<file path="config.mk">
export PLATFORM = sky130hd
export DESIGN_NAME = oursring_resp_router
export DESIGN_NICKNAME = d
export VERILOG_FILES = /design/src/rtl/oursring_pkg.sv /design/src/rtl/oursring_ostd_fifo.sv /design/src/rtl/oursring_resp_router.sv
export SDC_FILE = /design/constraint.sdc
export NUM_CORES = 1
export LEC_CHECK = 0
export CAP_MARGIN = 20
export CORE_AREA = 2 2 69 71
export CTS_BUF_LIST = sky130_fd_sc_hd__clkbuf_16
export CTS_CLUSTER_SIZE = 20
export DETAILED_ROUTE_END_ITERATION = 7
export DIE_AREA = 0 0 71 73
export GPL_TIMING_DRIVEN = 0
export PLACE_DENSITY = 0.67
export SYNTH_ARGS = -nofsm -noshare
export SYNTH_HDL_FRONTEND = slang
export SYNTH_SLANG_ARGS = --single-unit
</file>
<file path="constraint.sdc">
create_clock -name clk -period 5.1 [get_ports clk]
set_clock_uncertainty 0.15 [all_clocks]
set_input_delay 0.51 -clock clk [delete_from_list [all_inputs] [get_ports clk]]
set_output_delay 0.51 -clock clk [all_outputs]
set_load 0.01 [all_outputs]
</file>
<file path="src/rtl/oursring_pkg.sv">
// Shared definitions for the oursring response path: outstanding-depth default
// and the width rule for master port indices.
package oursring_pkg;

  localparam int OSTD_DEPTH_DEF = 4;

  // Port index width; a single-port ring still needs a 1-bit index.
  function automatic int port_idx_w(input int n_port);
    return (n_port > 1) ? $clog2(n_port) : 1;
  endfunction

endpackage

</file>
<file path="src/rtl/oursring_ostd_fifo.sv">
// Outstanding-order FIFO of master port indices; head visible 1 cycle after push.
// Push while full is dropped (full from registered count); pop on empty is ignored.
module oursring_ostd_fifo
  import oursring_pkg::*;
#(
  parameter int DEPTH = OSTD_DEPTH_DEF,
  parameter int W     = 2
) (
  input  logic                   clk,
  input  logic                   rstn,
  input  logic                   push,
  input  logic [W-1:0]           push_idx,
  input  logic                   pop,
  output logic [W-1:0]           head,
  output logic [$clog2(DEPTH):0] count,
  output logic                   full,
  output logic                   empty
);

  localparam int PW = $clog2(DEPTH);
  localparam int CW = PW + 1;

  logic [W-1:0]  mem [DEPTH];
  logic [PW-1:0] wr_ptr;
  logic [PW-1:0] rd_ptr;
  logic          do_push;
  logic          do_pop;

  assign full    = (count == CW'(DEPTH));
  assign empty   = (count == '0);
  assign do_push = push & ~full;
  assign do_pop  = pop & ~empty;
  assign head    = mem[rd_ptr];

  // DEPTH is a power of two, so natural pointer overflow is the wrap.
  always_ff @(posedge clk) begin
    if (!rstn) begin
      wr_ptr <= '0;
      rd_ptr <= '0;
      count  <= '0;
    end else begin
      if (do_push) wr_ptr <= wr_ptr + 1'b1;
      if (do_pop)  rd_ptr <= rd_ptr + 1'b1;
      case ({do_push, do_pop})
        2'b10:   count <= count + 1'b1;
        2'b01:   count <= count - 1'b1;
        default: count <= count;
      endcase
    end
  end

  always_ff @(posedge clk) begin
    if (do_push) mem[wr_ptr] <= push_idx;
  end

endmodule

</file>
<file path="src/rtl/oursring_resp_router.sv">
// Routes B/R handshakes back to the issuing master in issue order; zero-latency routing.
// Stalls AW/AR grants when an order FIFO is full. Optional OURSRING_RESP_ROUTER_ORPHAN_DROP_EN.
module oursring_resp_router
  import oursring_pkg::*;
#(
  parameter int N_IN_PORT  = 3,
  parameter int OSTD_DEPTH = OSTD_DEPTH_DEF
) (
  input  logic                 clk,
  input  logic                 rstn,
  input  logic [N_IN_PORT-1:0] aw_grant,
  input  logic [N_IN_PORT-1:0] ar_grant,
  output logic                 aw_stall,
  output logic                 ar_stall,
  input  logic                 o_bvalid,
  output logic                 o_bready,
  input  logic                 o_rvalid,
  input  logic                 o_rlast,
  output logic                 o_rready,
  output logic [N_IN_PORT-1:0] i_bvalid,
  input  logic [N_IN_PORT-1:0] i_bready,
  output logic [N_IN_PORT-1:0] i_rvalid,
  input  logic [N_IN_PORT-1:0] i_rready
`ifdef OURSRING_RESP_ROUTER_ORPHAN_DROP_EN
  ,
  output logic [7:0]           orphan_cnt
`endif
);

  localparam int IW = port_idx_w(N_IN_PORT);
  localparam int CW = $clog2(OSTD_DEPTH) + 1;

  logic [IW-1:0] aw_idx, ar_idx;
  logic [IW-1:0] b_head, r_head;
  logic [CW-1:0] b_count, r_count;
  logic          b_full, b_empty, r_full, r_empty;
  logic          b_pop, r_pop;

  always_comb begin
    aw_idx = '0;
    ar_idx = '0;
    for (int i = 0; i < N_IN_PORT; i++) begin
      if (aw_grant[i]) aw_idx = IW'(i);
      if (ar_grant[i]) ar_idx = IW'(i);
    end
  end

  oursring_ostd_fifo #(.DEPTH(OSTD_DEPTH), .W(IW)) u_b_fifo (
    .clk      (clk),
    .rstn     (rstn),
    .push     (|aw_grant),
    .push_idx (aw_idx),
    .pop      (b_pop),
    .head     (b_head),
    .count    (b_count),
    .full     (b_full),
    .empty    (b_empty)
  );

  oursring_ostd_fifo #(.DEPTH(OSTD_DEPTH), .W(IW)) u_r_fifo (
    .clk      (clk),
    .rstn     (rstn),
    .push     (|ar_grant),
    .push_idx (ar_idx),
    .pop      (r_pop),
    .head     (r_head),
    .count    (r_count),
    .full     (r_full),
    .empty    (r_empty)
  );

  assign aw_stall = rstn & b_full;
  assign ar_stall = rstn & r_full;

  // Nothing is routed while rstn is low, so the reset cycle never completes a response.
  always_comb begin
    i_bvalid = '0;
    i_rvalid = '0;
    o_bready = 1'b0;
    o_rready = 1'b0;
    if (rstn) begin
      if (!b_empty) begin
        i_bvalid[b_head] = o_bvalid;
        o_bready         = i_bready[b_head];
      end
`ifdef OURSRING_RESP_ROUTER_ORPHAN_DROP_EN
      else begin
        o_bready = 1'b1;
      end
`endif
      if (!r_empty) begin
        i_rvalid[r_head] = o_rvalid;
        o_rready         = i_rready[r_head];
      end
`ifdef OURSRING_RESP_ROUTER_ORPHAN_DROP_EN
      else begin
        o_rready = 1'b1;
      end
`endif
    end
  end

  assign b_pop = o_bvalid & o_bready & ~b_empty;
  assign r_pop = o_rvalid & o_rready & o_rlast & ~r_empty;

`ifdef OURSRING_RESP_ROUTER_ORPHAN_DROP_EN
  // An orphan R burst counts once, on its last beat.
  logic       orph_b, orph_r;
  logic [8:0] orph_sum;

  assign orph_b   = rstn & b_empty & o_bvalid;
  assign orph_r   = rstn & r_empty & o_rvalid & o_rlast;
  assign orph_sum = {1'b0, orphan_cnt} + {8'd0, orph_b} + {8'd0, orph_r};

  always_ff @(posedge clk) begin
    if (!rstn) orphan_cnt <= '0;
    else       orphan_cnt <= orph_sum[8] ? 8'hFF : orph_sum[7:0];
  end
`endif

`ifndef SYNTHESIS
  always @(posedge clk) begin
    if (rstn) begin
      assert ($onehot0(aw_grant)) else $error("aw_grant not one-hot: %b", aw_grant);
      assert ($onehot0(ar_grant)) else $error("ar_grant not one-hot: %b", ar_grant);
      assert ($onehot0(i_bvalid)) else $error("i_bvalid not one-hot: %b", i_bvalid);
      assert ($onehot0(i_rvalid)) else $error("i_rvalid not one-hot: %b", i_rvalid);
      assert (b_count <= CW'(OSTD_DEPTH) && r_count <= CW'(OSTD_DEPTH))
        else $error("order FIFO count overflow");
      assert (!(aw_stall && |aw_grant)) else $warning("aw grant while stalled was dropped");
      assert (!(ar_stall && |ar_grant)) else $warning("ar grant while stalled was dropped");
    end
  end
`endif

endmodule

</file>
==> reports/metrics.cfg <==
[worst_setup_path]
cp-start-kind=primary input
crit_cells=11
crit_end=u_r_fifo.count[2]$_SDFFE_PN0P_
rrSetupSlack_ps=2040
cp_slowest_cell=clkdlybuf4s50_1
endpoint_kind=flip-flop
cp-startpoint=rstn
r2r_end=u_b_fifo.count[2]$_SDFFE_PN0P_
crit_family=buffers and inverters
cpPeakStageDelay_ps=470
ff2ff_path_depth=9
cp.required_ps=5150
path_cells=clkdlybuf4s50_1 -> clkbuf_1 -> o311a_1 -> nand3b_1 -> o22ai_2 -> ha_1 -> inv_1 -> fa_1 -> xor2_1 -> or3_1 -> a21boi_0
cp.arrival_ps=3490
path_buf_inv=3
cp_max_fo=10
worstSetupPathType=in2reg

[floorplanning]
fp.dieH_um=73
io_pins=27
initial_utilization_pct=38.3
dieArea_um2=5180
core_area_um2=4540
fp.dieW_um=71
rows=25

[timing]
rsz0062_at_grt=false
worst_slack_ps=1660
fmax_ghz=0.291
fin_setup_tns_ps=0
hold_viol=0
slew_viol_final=0
setup_viol=0
fin_crit_sh_pct=67.5
relSlewSlack_pct=53.9
period_needed_ps=3440
tightest_slew_ps=680

[cells_and_area]
n_fill_cell=388
antenna_cells=0
drive_above_1_share_pct=8.65
mostFrequentLayoutCells=clkdlybuf4s50_1, dfxtp_1, inv_1, edfxtp_1, and2_1
final_cell_count_no_fill=239
areaGrowthSynthToFinish_pct=28.4
layout_commonest_cell=clkdlybuf4s50_1
final_nets=213

[synthesis]
synth-compound-area-share_pct=7.93
syn_area_um2=1740
yosysSeqAreaShare_pct=48.4
synth_xor_area_share_pct=3.03
ys_ff_latch=34
yosys_warnings=0
synthMuxAreaShare_pct=11.0
synthAdderAreaFrac_pct=9.52
synth_fp_nets=180
ys_types=34
syn-instance-count=151
synth_top_family_by_area=simple AND/OR/NAND/NOR gates
avgSynthCellArea_um2=11.5
synth_simple_gate_area_share_pct=16.2

[global_routing]
grt_pass1_wl_um=5530
grt_max_degree=12
grt_pass1_vias=1242
antenna_found_initial=0
track_usage_pct=13.9
overflow=0

[power_and_ir_drop]
power.leakage_uw=0.000858
power_density_nw_per_um2=416
power_uw=927
ir_drop_uv=202

[placement]
portBuffers=26
dp_hpwl_um=2530
gp_congestion=0.764
placedCellCount=231
dp_slack_ps=1390

[cts]
clk_path_buf_depth=2
postCtsResizedCells=0
clock_latency_ps=270
post_cts_buffers=0
cts.sinks=34
cts_root_buffer=clkbuf_16
holdBufCountCts=0
clk_pin_slew_ps=50
cts_tree=done
h-tree-depth=2
cts_buffers=5

[detailed_routing]
dr.pass1.iters=4
dr_total_vias=1188
first_iter_violations=35
routed_via_density=4.97
drc=0
finalWirelength_um=3240
drtAntennaViolNets=0
wl_per_cell_um=13.6

[hold_path]
hp-start=u_b_fifo.rd_ptr[1]$_SDFFE_PN0P_
hold_path.class=reg2reg

[status]
outcome=finished clean

[flow_run]
cap_violations=0

==> kinds of logic after synthesis <==
logic type	after synthesis
AOI/OAI and AO/OA	18
xor gates and xnor gates	6
adders and majority gates	12
buffers and inverters	18
DFF	34
muxes	14
and+or+nand+nor	49
==> metal layers <==
layer	routed length (µm)	vias to the layer above	global-route usage (%)
met5	0	-	0
met4	102	0	7.55
met3	118	11	3.31
met2	1660	31	25.0
met1	1360	554	15.1
li1	-	592	-
==> worst min-delay path by stage <==
| stage | end | slack, ps | cells past startpoint |
|---|---|---|---|
| 6_report | flip-flop | 310 | 1 |
| 5_1_grt | flip-flop | 350 | 1 |
| 2_1_floorplan | flip-flop | 280 | 1 |
| 3_3_place_gp | flip-flop | 290 | 1 |
| 4_1_cts | flip-flop | 310 | 1 |
| 3_5_place_dp | u_b_fifo.rd_ptr[1]$_SDFFE_PN0P_ | 300 | 1 |
==> cell type report <==
type                    instances  area (µm²)  area share, %
well taps                      54        67.6           3.03
repair buffers                 26         260           11.7
multi-input cells              99         827           37.1
inverters                      16        60.1           2.70
clock buffers                   5         125           5.61
clock inverters                 3        40.0           1.80
flip-flops and latches         34         841           37.7
plain buffers                   2        7.51          0.337
==> where the power goes <==
group	switching (µW)	internal, µW	total (µW)
logic	111	112	223
registers	34.3	336	371
clock network	105	228	333
total	251	677	927
==> cells in the mapped netlist <==
master    number  area [µm²]
nand3_1        1        5.00
o311ai_1       1        8.76
or2_1          1        6.26
nor3_1         2        10.0
or3_1          2        12.5
o21ai_0        4        20.0
nand4b_1       1        8.76
a21oi_1        2        10.0
nand2b_4       1        13.8
fa_1           2        40.0
xor2_1         2        17.5
ha_1          10         125
o22ai_1        4        25.0
or3b_1         1        8.76
mux2i_1       10         100
o32ai_2        1        16.3
nand2_1        7        26.3
inv_1         16        60.1
xnor2_1        4        35.0
dfxtp_1       18         360
nand2b_1       2        12.5
and3_1         3        18.8
o311a_1        3        30.0
o22ai_2        1        12.5
and2_1        14        87.6
clkbuf_1       2        7.51
nor2_1         7        26.3
or2_2          1        6.26
nor2b_1        4        25.0
nand3b_1       1        7.51
nand4_1        1        6.26
edfxtp_1      16         480
a21boi_0       2        15.0
mux4_2         4        90.1
==> metrics by stage <==
| stage | hold slack [ps] | utilization [%] | area [µm²] |
|---|---|---|---|
| after global placement | 292 | 45.5 | 2060 |
| after detailed placement | 305 | 45.5 | 2060 |
| final | 307 | 49.1 | 2230 |
| after global routing | 351 | 49.1 | 2230 |
| after floorplan | 280 | - | 1740 |
| after CTS | 312 | 49.1 | 2230 |
(Power assumes the default switching activity.)
